`src/rtl/cfu_packed_mac.sv`:
```
// Packed signed dot-product CFU with a persistent accumulator, requantisation
// and four free-running performance counters driven by the core's retire strobe.
module cfu_packed_mac #(
    parameter int WIDTH     = 32,
    parameter int LANE_W    = 4,
    parameter int SHIFT     = 5,
    parameter int LOAD_LAT  = 46,
    parameter int STORE_LAT = 47
) (
    input  logic             i_clk,
    input  logic             i_rst_n,
    input  logic [WIDTH-1:0] i_cfu_rs1,
    input  logic [WIDTH-1:0] i_cfu_rs2,
    input  logic [2:0]       i_cfu_op,
    input  logic             i_cfu_valid,
    input  logic             i_ibus_ack,
    input  logic             i_rf_rreq,
    input  logic [31:0]      i_instruction,
    output logic             o_cfu_ready,
    output logic [WIDTH-1:0] o_cfu_rd
);

    localparam int N     = WIDTH / LANE_W;
    localparam int IDX_W = (N > 1) ? $clog2(N) : 1;
    localparam logic [IDX_W-1:0] LAST_IDX = IDX_W'(N - 1);

    localparam logic [1:0] ST_IDLE = 2'd0;
    localparam logic [1:0] ST_MAC  = 2'd1;
    localparam logic [1:0] ST_DONE = 2'd2;

    localparam logic [2:0] OP_DOT        = 3'b000;
    localparam logic [2:0] OP_DOTACC     = 3'b001;
    localparam logic [2:0] OP_QUANT      = 3'b010;
    localparam logic [2:0] OP_QUANT_RELU = 3'b011;
    localparam logic [2:0] OP_ACC_RDCLR  = 3'b100;
    localparam logic [2:0] OP_CNT_RD     = 3'b101;
    localparam logic [2:0] OP_CNT_CLR    = 3'b110;
    localparam logic [2:0] OP_ACC_SET    = 3'b111;

    // Clamp bounds of a signed LANE_W-bit value; ~QMAX equals -QMAX-1.
    localparam logic signed [WIDTH-1:0] QMAX = WIDTH'((2 ** (LANE_W - 1)) - 1);
    localparam logic signed [WIDTH-1:0] QMIN = ~QMAX;

    logic [1:0]       state_q, state_d;
    logic [2:0]       op_q, op_d;
    logic [WIDTH-1:0] rs1_q, rs1_d;
    logic [WIDTH-1:0] rs2_q, rs2_d;
    logic [IDX_W-1:0] idx_q, idx_d;
    logic [WIDTH-1:0] psum_q, psum_d;
    logic [WIDTH-1:0] acc_q, acc_d;
    logic             ready_q, ready_d;
    logic [WIDTH-1:0] rd_q, rd_d;
    logic [WIDTH-1:0] cnt_cyc_q, cnt_cyc_d;
    logic [WIDTH-1:0] cnt_tot_q, cnt_tot_d;
    logic [WIDTH-1:0] cnt_cpu_q, cnt_cpu_d;
    logic [WIDTH-1:0] cnt_ls_q, cnt_ls_d;

    logic signed [LANE_W-1:0]   a_lane_s, b_lane_s;
    logic signed [2*LANE_W-1:0] prod_s;
    logic [WIDTH-1:0]           prod_ext_s;
    logic [WIDTH-1:0]           psum_next_s;
    logic [WIDTH-1:0]           sum_s;
    logic signed [WIDTH-1:0]    shr_s;
    logic [WIDTH-1:0]           quant_s;
    logic [WIDTH-1:0]           cnt_sel_s;
    logic                       retire_s, is_load_s, is_store_s, is_mul_s;
    logic [WIDTH-1:0]           cyc_inc_s;
    logic                       cnt_clr_s;
    logic                       unused_s;

    assign unused_s = ^{i_instruction[24:7], i_instruction[1:0]};

    // Current lane product, sign-extended to the accumulator width.
    always_comb begin
        a_lane_s    = rs1_q[idx_q * LANE_W +: LANE_W];
        b_lane_s    = rs2_q[idx_q * LANE_W +: LANE_W];
        prod_s      = a_lane_s * b_lane_s;
        prod_ext_s  = WIDTH'(prod_s);
        psum_next_s = psum_q + prod_ext_s;
    end

    // Requantisation of the incoming operands: wrap-add, shift, clamp, optional ReLU.
    always_comb begin
        sum_s = i_cfu_rs1 + i_cfu_rs2;
        shr_s = $signed(sum_s) >>> SHIFT;
        if (shr_s > QMAX) begin
            quant_s = QMAX;
        end else if (shr_s < QMIN) begin
            quant_s = QMIN;
        end else begin
            quant_s = shr_s;
        end
        if ((i_cfu_op == OP_QUANT_RELU) && sum_s[WIDTH-1]) begin
            quant_s = {WIDTH{1'b0}};
        end else begin
            quant_s = quant_s;
        end
    end

    // Counter read mux, sampled from the registered counters at request time.
    always_comb begin
        case (i_cfu_rs1[1:0])
            2'd0:    cnt_sel_s = cnt_cyc_q;
            2'd1:    cnt_sel_s = cnt_tot_q;
            2'd2:    cnt_sel_s = cnt_cpu_q;
            2'd3:    cnt_sel_s = cnt_ls_q;
            default: cnt_sel_s = {WIDTH{1'b0}};
        endcase
    end

    // Request FSM: latch, lane-serial MAC, one-cycle completion pulse.
    always_comb begin
        state_d = state_q;
        op_d    = op_q;
        rs1_d   = rs1_q;
        rs2_d   = rs2_q;
        idx_d   = idx_q;
        psum_d  = psum_q;
        acc_d   = acc_q;
        ready_d = 1'b0;
        rd_d    = {WIDTH{1'b0}};
        case (state_q)
            ST_IDLE: begin
                if (i_cfu_valid) begin
                    op_d  = i_cfu_op;
                    rs1_d = i_cfu_rs1;
                    rs2_d = i_cfu_rs2;
                    if ((i_cfu_op == OP_DOT) || (i_cfu_op == OP_DOTACC)) begin
                        state_d = ST_MAC;
                        idx_d   = {IDX_W{1'b0}};
                        psum_d  = {WIDTH{1'b0}};
                    end else begin
                        state_d = ST_DONE;
                        ready_d = 1'b1;
                        case (i_cfu_op)
                            OP_QUANT, OP_QUANT_RELU: rd_d = quant_s;
                            OP_ACC_RDCLR: begin
                                rd_d  = acc_q;
                                acc_d = {WIDTH{1'b0}};
                            end
                            OP_CNT_RD:  rd_d = cnt_sel_s;
                            OP_CNT_CLR: rd_d = {WIDTH{1'b0}};
                            OP_ACC_SET: begin
                                rd_d  = i_cfu_rs1;
                                acc_d = i_cfu_rs1;
                            end
                            default:    rd_d = {WIDTH{1'b0}};
                        endcase
                    end
                end else begin
                    state_d = ST_IDLE;
                end
            end
            ST_MAC: begin
                psum_d = psum_next_s;
                if (idx_q == LAST_IDX) begin
                    state_d = ST_DONE;
                    ready_d = 1'b1;
                    idx_d   = {IDX_W{1'b0}};
                    if (op_q == OP_DOTACC) begin
                        acc_d = acc_q + psum_next_s;
                        rd_d  = acc_q + psum_next_s;
                    end else begin
                        rd_d  = psum_next_s;
                    end
                end else begin
                    idx_d = idx_q + 1'b1;
                end
            end
            ST_DONE: state_d = ST_IDLE;
            default: state_d = ST_IDLE;
        endcase
    end

    // Performance counters; a CNT_CLR completing this cycle overrides any increment.
    always_comb begin
        retire_s   = i_ibus_ack & i_rf_rreq;
        is_load_s  = (i_instruction[6:2] == 5'b00000);
        is_store_s = (i_instruction[6:2] == 5'b01000);
        is_mul_s   = (i_instruction[6:2] == 5'b01100) && (i_instruction[31:25] == 7'b0000001);
        cnt_clr_s  = (state_q == ST_DONE) && (op_q == OP_CNT_CLR);
        if (retire_s && is_load_s) begin
            cyc_inc_s = WIDTH'(LOAD_LAT);
        end else if (retire_s && is_store_s) begin
            cyc_inc_s = WIDTH'(STORE_LAT);
        end else begin
            cyc_inc_s = {{(WIDTH-1){1'b0}}, 1'b1};
        end
        if (cnt_clr_s) begin
            cnt_cyc_d = {WIDTH{1'b0}};
            cnt_tot_d = {WIDTH{1'b0}};
            cnt_cpu_d = {WIDTH{1'b0}};
            cnt_ls_d  = {WIDTH{1'b0}};
        end else begin
            cnt_cyc_d = cnt_cyc_q + cyc_inc_s;
            cnt_tot_d = cnt_tot_q + {{(WIDTH-1){1'b0}}, retire_s};
            cnt_cpu_d = cnt_cpu_q + {{(WIDTH-1){1'b0}}, (retire_s & ~is_mul_s)};
            cnt_ls_d  = cnt_ls_q + {{(WIDTH-1){1'b0}}, (retire_s & (is_load_s | is_store_s))};
        end
    end

    // State, datapath and counter registers.
    always_ff @(posedge i_clk or negedge i_rst_n) begin
        if (!i_rst_n) begin
            state_q   <= ST_IDLE;
            op_q      <= 3'b000;
            rs1_q     <= {WIDTH{1'b0}};
            rs2_q     <= {WIDTH{1'b0}};
            idx_q     <= {IDX_W{1'b0}};
            psum_q    <= {WIDTH{1'b0}};
            acc_q     <= {WIDTH{1'b0}};
            ready_q   <= 1'b0;
            rd_q      <= {WIDTH{1'b0}};
            cnt_cyc_q <= {WIDTH{1'b0}};
            cnt_tot_q <= {WIDTH{1'b0}};
            cnt_cpu_q <= {WIDTH{1'b0}};
            cnt_ls_q  <= {WIDTH{1'b0}};
        end else begin
            state_q   <= state_d;
            op_q      <= op_d;
            rs1_q     <= rs1_d;
            rs2_q     <= rs2_d;
            idx_q     <= idx_d;
            psum_q    <= psum_d;
            acc_q     <= acc_d;
            ready_q   <= ready_d;
            rd_q      <= rd_d;
            cnt_cyc_q <= cnt_cyc_d;
            cnt_tot_q <= cnt_tot_d;
            cnt_cpu_q <= cnt_cpu_d;
            cnt_ls_q  <= cnt_ls_d;
        end
    end

    assign o_cfu_ready = ready_q;
    assign o_cfu_rd    = rd_q;

endmodule

```
`config.mk`:
```
export PLATFORM = sky130hd
export DESIGN_NAME = cfu_packed_mac
export DESIGN_NICKNAME = d
export VERILOG_FILES = /design/src/rtl/cfu_packed_mac.sv
export SDC_FILE = /design/constraint.sdc
export NUM_CORES = 1
export LEC_CHECK = 0
export BUFFER_PORTS_ARGS = -buffer_cell sky130_fd_sc_hd__buf_4
export CAP_MARGIN = 30
export CORE_ASPECT_RATIO = 0.6
export CORE_MARGIN = 4
export CORE_UTILIZATION = 67
export DETAILED_ROUTE_END_ITERATION = 8
export PLACE_DENSITY = 0.92
export SLEW_MARGIN = 25
export SYNTH_ARGS = -nofsm -noshare
export SYNTH_HDL_FRONTEND = slang
export SYNTH_SLANG_ARGS = --single-unit
```
`constraint.sdc`:
```
create_clock -name i_clk -period 29 [get_ports i_clk]
set_input_delay 2.9 -clock i_clk [delete_from_list [all_inputs] [get_ports i_clk]]
set_output_delay 2.9 -clock i_clk [all_outputs]
set_load 0.02 [all_outputs]
```
# Word level (Yosys, flattened, before mapping)
# Cells that the tools add are included.
# word_totals
wordCells	106
in_bits	104
romBits	0
latch_bits	0
reg_bits	297
mem_count	0
ramBits	0
# classes
multipliers	1
n_lt_le_gt_ge	2
n_shift	2
bitwise	5
n_div	0
muxes	37
n_addsub	8
n_reduce_logical	15
eq_ne	23
# ops
operator	count
32-bit two-way mux	18
32-bit one-hot mux with 2 select lines	4
32-bit one-hot mux with 4 select lines	2
32-bit adder	4
32-bit by 1-bit adder with 32-bit output	3
32-bit by 6-bit indexed part select with 4-bit output	2
27-bit by 4-bit greater-than comparator with 1-bit output (second input constant)	1
27-bit by 4-bit < comparator with 1-bit output (second input constant)	1
3-bit == test (second input constant)	5
5-bit by 4-bit == test with 1-bit output (second input constant)	2
2-bit != test (second input constant)	5
3-bit two-way mux	3
4-bit by 4-bit multiplier with 8-bit output	1
7-bit by 1-bit == test with 1-bit output (second input constant)	1
2-bit == test (second input constant)	3
3-bit by 1-bit == test with 1-bit output (second input constant)	2
3-bit by 2-bit == test with 1-bit output (second input constant)	2
2-bit two-way mux	3
6-bit two-way mux	1
3-bit one-hot mux with 2 select lines	1
6-bit AND reduction	1
1-bit logical AND	5
5-bit zero test	1
2-bit by 1-bit == test with 1-bit output (second input constant)	2
other kinds (15)	20

# Logic depth before layout (Yosys ltp)
# Gate-level depths: netlist (run 1).
# logic_depth
word_depth	9
mapped_depth	37

# Worst setup path after synthesis (run 1)
# Ideal clock, no wire load.
# synth_timing
path_kind	flip-flop to flip-flop
from	register idx_q[0]
to	register acc_q[31]
t_arrival_ns	9.861
setup_time_ns	0.124
slack_ns	19.015
n_path_buf	2
stages_incl_launch_ff	35
required_ns	28.876
cell_sequence	dfrtp_1 -> buf_2 -> buf_1 -> mux4_2 -> mux2i_1 -> or2_2 -> fa_1 -> fa_1 -> fa_1 -> inv_1 -> ha_1 -> fa_1 -> a21o_1 -> a21oi_1 -> xnor2_1 -> xnor2_1 -> ha_1 -> o21ai_0 -> a31oi_1 -> a2111oi_0 -> o21bai_1 -> a21o_1 -> a21oi_1 -> xnor2_1 -> ha_1 -> o21ai_0 -> nand2b_1 -> inv_1 -> a311oi_1 -> a31oi_1 -> a21oi_1 -> o221ai_1 -> xnor2_1 -> a21bo_2 -> a211o_1
# synth_via
elab_chain_cells	7
# synth_rtl
item	line	rtl
start, declared	48	logic [IDX_W-1:0] idx_q, idx_d;
start signal, assigned	209	idx_q <= {IDX_W{1'b0}};
start signal, assigned	223	idx_q <= idx_d;
32-bit by 6-bit indexed part select with 4-bit output (on tied branches)	75, 76	
4-bit by 4-bit multiplier with 8-bit output	77	prod_s = a_lane_s * b_lane_s;
32-bit adder	79	psum_next_s = psum_q + prod_ext_s;
32-bit adder	161	acc_d = acc_q + psum_next_s;
32-bit two-way mux	160	if (op_q == OP_DOTACC) begin
32-bit two-way mux	156	if (idx_q == LAST_IDX) begin
32-bit one-hot mux with 2 select lines	122	case (state_q)
end signal, assigned	211	acc_q <= {WIDTH{1'b0}};
end, declared	50	logic [WIDTH-1:0] acc_q, acc_d;
# Several ways; a longest one is shown, not always the timed one. The select of a mux whose other input is x is not followed.
# A chain may end at the register's enable or synchronous reset.

# Worst setup path after layout (run 1)
# Same ends and word-level chain as after synthesis.

==> flow_summary_export.csv, run 1 <==
group,metric,value,unit
status,outcome,"complete, no violations",
clock_tree,ctsLongestPathBuffers,3,
route,dr_total_vias,18745,
route,finalWirelength,65800,µm
timing,report.final.slew_viol_count,0,
clock_tree,cts.repair_timing.setup_buffer_count,0,
timing,finalSetupViolCount,0,
critical_path,cpMaxStageDelayCell,"sky130_fd_sc_hd__mux2i_1",
clock_tree,holdBufCountCts,0,
run,cap_violations,0,
timing,fin_crit_sh,37.7,%
placement,detailedPlacementHpwl,48700,µm
layout,area.growth.synth_to_final,10.8,%
die,die_w,234,µm
hold_path,path_type_of_the_worst_min_delay_path,"reg -> reg",
global_route,vias_in_the_first_global_route,17848,
critical_path,critical_path_arrival,11420,ps
hold_path,worst_hold_path.num_cells,2,
clock_tree,tritoncts,"done",
global_route,grt_start_max_net_pins,94,
clock_tree,cts_root_buffer,"sky130_fd_sc_hd__clkbuf_16",
synth,synth_nets,2417,
layout,num-nets-final,2490,
clock_tree,postCtsResizedCells,0,
placement,port_buffers,116,
critical_path,timing.reg2reg.worst_path_depth,35,
die,die_height,144,µm
timing,rsz0062_at_grt,"false",
placement,gp_congestion,0.986,
route,drt_first_iter_violations,2688,
global_route,track_usage,39.0,%
synth,yosys_register_bits,297,
timing,worst_clock_skew,33.4,ps
layout,layout_common_cells,"sky130_fd_sc_hd__dfrtp_1, sky130_fd_sc_hd__nor2_1, sky130_fd_sc_hd__nand2_1",
global_route,globalRouteOverflowTotal,0,
global_route,number_of_antenna_violations_at_the_first_check_in_global_routing,2,
critical_path,timing.setup.critical_path_class,"reg -> reg",
synth,synth_edf_count,0,
synth,synth_area_per_cell,9.44,µm²
route,detail_route.vias_per_cell,6.98,
synth,seq_area_frac_synth,36.1,%
critical_path,critical_path_required,29480,ps
route,drt_pass1_iterations,6,
layout,final_common_cell,"sky130_fd_sc_hd__dfrtp_1",
clock_tree,clock_sink_count,297,
layout,final_core_utilization,75.8,%
clock_tree,clock_insertion_delay_at_the_later_pin_of_the_skew_report,600,ps
clock_tree,cts_htree_levels,1,
critical_path,cp_max_fo,25,
global_route,grt_first_pass_wirelength,102000,µm
timing,fin_crit,10930,ps
die,core.rowCount,49,
synth,netlist_area,20600,µm²
critical_path,worst_setup_path_end_kind,"flip-flop",
critical_path,critPathLaunchType,"flip-flop",
die,floorplan.initialDensity,68.4,%
synth,synth.lib_cells_used.distinct,80,
timing,fmax,0.0915,GHz
timing,setup_total_negative_slack,0,ps
critical_path,critical-path-max-stage-delay,680,ps
timing,report.final.hold_viol_count,0,
die,placeableCoreArea,30100,µm²
synth,yosys_most_used_dff,"sky130_fd_sc_hd__dfrtp_1",
route,drcViolationCount,0,
layout,proportion_of_layout_cells_with_a_drive_suffix_above_1,14.8,%
route,detail-route-antenna-nets,0,
die,fp.dieArea,33700,µm²
die,io_pins,137,
synth,yosysWarningCount,0,
timing,worst_slew_pin_tran,1010,ps
route,post_drt_wl_per_cell,24.5,µm
synth,synthesis.instances,2181,
synth,postSynth.asyncResetShare,100,%
clock_tree,cts.clk_slew.worst_paths,70,ps
timing,relative_slew_margins,32.7,%
critical_path,cpMostUsedCell,"sky130_fd_sc_hd__fa_1",
clock_tree,cts_buffer_count,29,
-- cells in the mapped netlist (12+ instances only) --
master                     count  area (µm²)
sky130_fd_sc_hd__nand3_1      81         405
sky130_fd_sc_hd__buf_1        14        52.6
sky130_fd_sc_hd__nand2_1     182         683
sky130_fd_sc_hd__a21o_1       46         345
sky130_fd_sc_hd__and3_1       37         231
sky130_fd_sc_hd__o21bai_1     13        97.6
sky130_fd_sc_hd__dfrtp_1     297        7430
sky130_fd_sc_hd__a211oi_1     14         105
sky130_fd_sc_hd__nor3_1       34         170
sky130_fd_sc_hd__nor2b_1      23         144
sky130_fd_sc_hd__mux2_2       68         766
sky130_fd_sc_hd__nor2_1      232         871
sky130_fd_sc_hd__nand4_1      31         194
sky130_fd_sc_hd__a22oi_1      31         233
sky130_fd_sc_hd__o221ai_1     17         149
sky130_fd_sc_hd__mux4_2       48        1080
sky130_fd_sc_hd__o21a_1       16         120
sky130_fd_sc_hd__inv_1        66         248
sky130_fd_sc_hd__o21ai_0     114         571
sky130_fd_sc_hd__ha_1        120        1500
sky130_fd_sc_hd__a31oi_1      14        87.6
sky130_fd_sc_hd__a21oi_1     147         736
sky130_fd_sc_hd__clkbuf_1     76         285
sky130_fd_sc_hd__xor2_1       93         815
sky130_fd_sc_hd__a22o_1       30         263
sky130_fd_sc_hd__nand2b_1     14        87.6
sky130_fd_sc_hd__fa_1         12         240
sky130_fd_sc_hd__mux2i_1      61         611
sky130_fd_sc_hd__or3_1        29         181
sky130_fd_sc_hd__xnor2_1      73         639
-- flip-flops by register name (all words and copies together), names as in the netlist --
| signal | count |
|---|---|
| rs1_q | 32 |
| o_cfu_ready | 1 |
| psum_q | 32 |
| idx_q | 3 |
| cnt_cpu_q | 32 |
| cnt_tot_q | 32 |
| cnt_ls_q | 32 |
| o_cfu_rd | 32 |
| state_q | 2 |
| op_q | 3 |
| cnt_cyc_q | 32 |
| rs2_q | 32 |
| acc_q | 32 |
-- routing by layer --
| metal | routed length [µm] | global-route usage, % | share of wire (%) |
|---|---|---|---|
| met1 | 27000 | 57.2 | 41 |
| met2 | 27100 | 53.5 | 41 |
| met3 | 9270 | 14.9 | 14 |
| met4 | 2440 | 12.2 | 3.7 |
| met5 | 11 | 0 | 0.017 |
-- layout make-up --
type	instances	area (µm²)
Antenna cell	2	5.00
Clock buffer	38	800
Clock inverter	14	163
Fill cell	1993	7300
Inverter	66	248
Multi-Input combinational cell	1720	12600
Sequential cell	297	7430
Tap cell	408	510
Timing Repair Buffer	140	1070
-- worst max-delay path, delay by kind of cell, from the launching register on --
family	cells	cell delay, ps
compound gates	14	3450
fa+ha+maj	7	2820
mux	2	1310
simple gates	4	1110
buf+inv	4	980
xor+xnor	4	710
flops	1	430
-- metrics by stage --
step / setup WS [ps] / cells / hold WS (ps) / area, µm²
final: 18070 / 2685 / 498 / 22800
after global routing: 17710 / 2683 / 513 / 22800
after CTS: 18250 / 2681 / 497 / 22800
after detailed placement: 18320 / 2629 / 482 / 21800
after global placement: 18390 / 2629 / 469 / 21800
after floorplan: 19020 / 2181 / 455 / 20600
-- cells by family after synthesis --
group / Yosys count / share of synthesized area [%]
AOI/OAI and AO/OA: 519 / 16.5
buffers and inverters: 164 / 3.08
xor gates and xnor gates: 166 / 7.06
DFF: 297 / 36.1
and+or+nand+nor: 726 / 16.8
muxes: 177 / 11.9
adders and majority gates: 132 / 8.46
-- worst paths after layout --
path                                        start                     end  slack [ps]
hold reg to reg            psum_q[24]$_DFFE_PN0P_  psum_q[24]$_DFFE_PN0P_         500
setup reg to reg             idx_q[0]$_DFFE_PN0P_   acc_q[31]$_DFFE_PN0P_       18070
hold / removal             psum_q[24]$_DFFE_PN0P_  psum_q[24]$_DFFE_PN0P_         500
setup / recovery             idx_q[0]$_DFFE_PN0P_   acc_q[31]$_DFFE_PN0P_       18070
max in group asynchronous                 i_rst_n    acc_q[8]$_DFFE_PN0P_       25320
min in group asynchronous                 i_rst_n  cnt_cyc_q[0]$_DFF_PN0_        2320
Power of run 1 is not shown: default switching activity piles up to over one toggle a cycle in this logic, so the estimate is an artifact.
==> run 2: changes to the inputs <==
--- a/config.mk
+++ b/config.mk
@@ -9,9 +9,9 @@
 export CAP_MARGIN = 30
 export CORE_ASPECT_RATIO = 0.6
 export CORE_MARGIN = 4
-export CORE_UTILIZATION = 67
+export CORE_UTILIZATION = 56
 export DETAILED_ROUTE_END_ITERATION = 8
-export PLACE_DENSITY = 0.92
+export PLACE_DENSITY = 0.83
 export SLEW_MARGIN = 25
 export SYNTH_ARGS = -nofsm -noshare
 export SYNTH_HDL_FRONTEND = slang
==> constraint.sdc (replaced) <==
create_clock -name i_clk -period 9.11 [get_ports i_clk]
set_input_delay 0.911 -clock i_clk [delete_from_list [all_inputs] [get_ports i_clk]]
set_output_delay 0.911 -clock i_clk [all_outputs]
set_load 0.02 [all_outputs]
==> run 2 against run 1 <==
Sequential cell count did not move. Clock skew fell by 19 ps. First-iteration DRC count fell by 3.7%. Routed wire length rose by 13%. Core utilization fell by 7.4 points. Fmax rose by 21%. Die area rose by 19%. Critical path depth rose by 5. Final area rose by 8.8%. Global-route usage fell by 4.1 points.
==> flow_summary_export.csv, run 2 (synthesis gave the netlist of run 1 again) <==
group,metric,value,unit
global_route,number_of_antenna_violations_at_the_first_check_in_global_routing,3,
layout,area.growth.synth_to_final,20.5,%
hold_path,path_type_of_the_worst_min_delay_path,"in -> async",
clock_tree,cts.clk_slew.worst_paths,70,ps
die,fp.dieArea,40000,µm²
clock_tree,cts_htree_levels,1,
route,finalWirelength,74300,µm
global_route,globalRouteOverflowTotal,0,
clock_tree,clock_sink_count,297,
clock_tree,tritoncts,"done",
status,outcome,"complete, no violations",
route,dr_wl_met3,11600,µm
critical_path,worst_setup_path_end_kind,"flip-flop",
placement,port_buffers,116,
layout,proportion_of_layout_cells_with_a_drive_suffix_above_1,23.4,%
clock_tree,cts_buffer_count,30,
die,die_height,157,µm
timing,worst_slew_pin_tran,982,ps
timing,report.final.hold_viol_count,0,
route,detail_route.vias_per_cell,6.75,
critical_path,critPathLaunchType,"flip-flop",
run,cap_violations,0,
global_route,grt_first_pass_wirelength,108000,µm
clock_tree,clock_insertion_delay_at_the_later_pin_of_the_skew_report,590,ps
route,dr_total_vias,19757,
global_route,grt_start_max_net_pins,93,
die,placeableCoreArea,36300,µm²
critical_path,cpMaxStageDelayCell,"sky130_fd_sc_hd__fa_1",
timing,fin_crit_sh,99.3,%
route,drt_first_iter_violations,2589,
global_route,vias_in_the_first_global_route,18284,
timing,fin_crit,9050,ps
global_route,track_usage,34.8,%
route,drt_pass1_iterations,8,
route,detail-route-antenna-nets,0,
route,met2WireLength,29400,µm
route,route.layer.met1.wl,30300,µm
clock_tree,holdBufCountCts,0,
layout,layout_common_cells,"sky130_fd_sc_hd__dfrtp_1, sky130_fd_sc_hd__buf_4, sky130_fd_sc_hd__nor2_1",
timing,worst_clock_skew,14.7,ps
layout,design_area,24800,µm²
critical_path,critical_path_arrival,9520,ps
placement,detailed_place.area,23000,µm²
critical_path,cp_max_fo,6,
layout,final_common_cell,"sky130_fd_sc_hd__dfrtp_1",
die,core.rowCount,54,
critical_path,critical-path-max-stage-delay,590,ps
layout,num-nets-final,2665,
timing,relative_slew_margins,34.6,%
clock_tree,ctsLongestPathBuffers,3,
timing,timing.hold.ws,308,ps
die,floorplan.initialDensity,56.7,%
die,die_w,256,µm
timing,setup_total_negative_slack,0,ps
placement,gp_congestion,1.02,
timing,fmax,0.111,GHz
route,drcViolationCount,0,
critical_path,critical_path_required,9580,ps
critical_path,cpMostUsedCell,"sky130_fd_sc_hd__a21o_1",
route,post_drt_wl_per_cell,25.4,µm
die,io_pins,137,
critical_path,timing.setup.critical_path_class,"reg -> reg",
route,top_layer_used_by_detailed_routing,"met4",
timing,report.final.slew_viol_count,0,
timing,setup_slack_after_layout,63.6,ps
clock_tree,cts_root_buffer,"sky130_fd_sc_hd__clkbuf_16",
placement,dpl_worst_slack,-413,ps
timing,finalSetupViolCount,0,
placement,detailedPlacementHpwl,54300,µm
## run 2: worst max-delay path, delay by kind of cell (launching register included)
kind | cells | cell delay, ps
AOI/OAI and AO/OA | 15 | 2870
adders and majority gates | 7 | 2530
buffers and inverters | 8 | 1020
muxes | 3 | 920
xor gates and xnor gates | 4 | 720
DFF | 1 | 450
and+or+nand+nor | 3 | 420
## run 2: per-stage QoR
| step | util [%] | cells |
|---|---|---|
| floorplan | - | 2181 |
| global placement | 63.4 | 2840 |
| detailed placement | 63.5 | 2841 |
| CTS | 66.5 | 2901 |
| global route | 68.4 | 2927 |
| finish | 68.4 | 2929 |
## run 2: cell type report
| cell class | instances | area [µm²] |
|---|---|---|
| inverter | 66 | 248 |
| sequential | 297 | 7430 |
| clock inverter | 13 | 106 |
| antenna | 2 | 5.00 |
| fill | 2659 | 11500 |
| timing repair buffer | 314 | 2540 |
| multi-input combinational | 1720 | 13000 |
| clock buffer | 41 | 853 |
| tap | 476 | 596 |
## run 2: final timing paths
kind / to / cells past startpoint / slack [ps] / startpoint
max in group asynchronous: rs2_q[15]$_DFFE_PN0P_ / 4 / 6820 / i_rst_n
min in group i_clk: psum_q[30]$_DFFE_PN0P_ / 2 / 500 / psum_q[30]$_DFFE_PN0P_
worst min-delay path: cnt_cyc_q[0]$_DFF_PN0_ / 1 / 310 / i_rst_n
worst max register to register: o_cfu_rd[28]$_DFF_PN0_ / 40 / 60 / idx_q[0]$_DFFE_PN0P_
worst max-delay path: o_cfu_rd[28]$_DFF_PN0_ / 40 / 60 / idx_q[0]$_DFFE_PN0P_
worst min register to register: psum_q[30]$_DFFE_PN0P_ / 2 / 500 / psum_q[30]$_DFFE_PN0P_
## run 2: timing repair
action | in CTS | in global routing
endpoints found under the setup margin | 10 | 21
pin swaps | 2 | 55
setup buffers | 6 | 21
resized for setup | 15 | 77
gates cloned | 0 | 1
## run 2: per-layer routing
metal | up-vias | GRT usage, %
li1 | 8448 | -
met1 | 9641 | 51.2
met2 | 1415 | 47.6
met3 | 253 | 13.2
met4 | 0 | 10.9
met5 | - | 0
Power of run 2 is left out for the same reason.
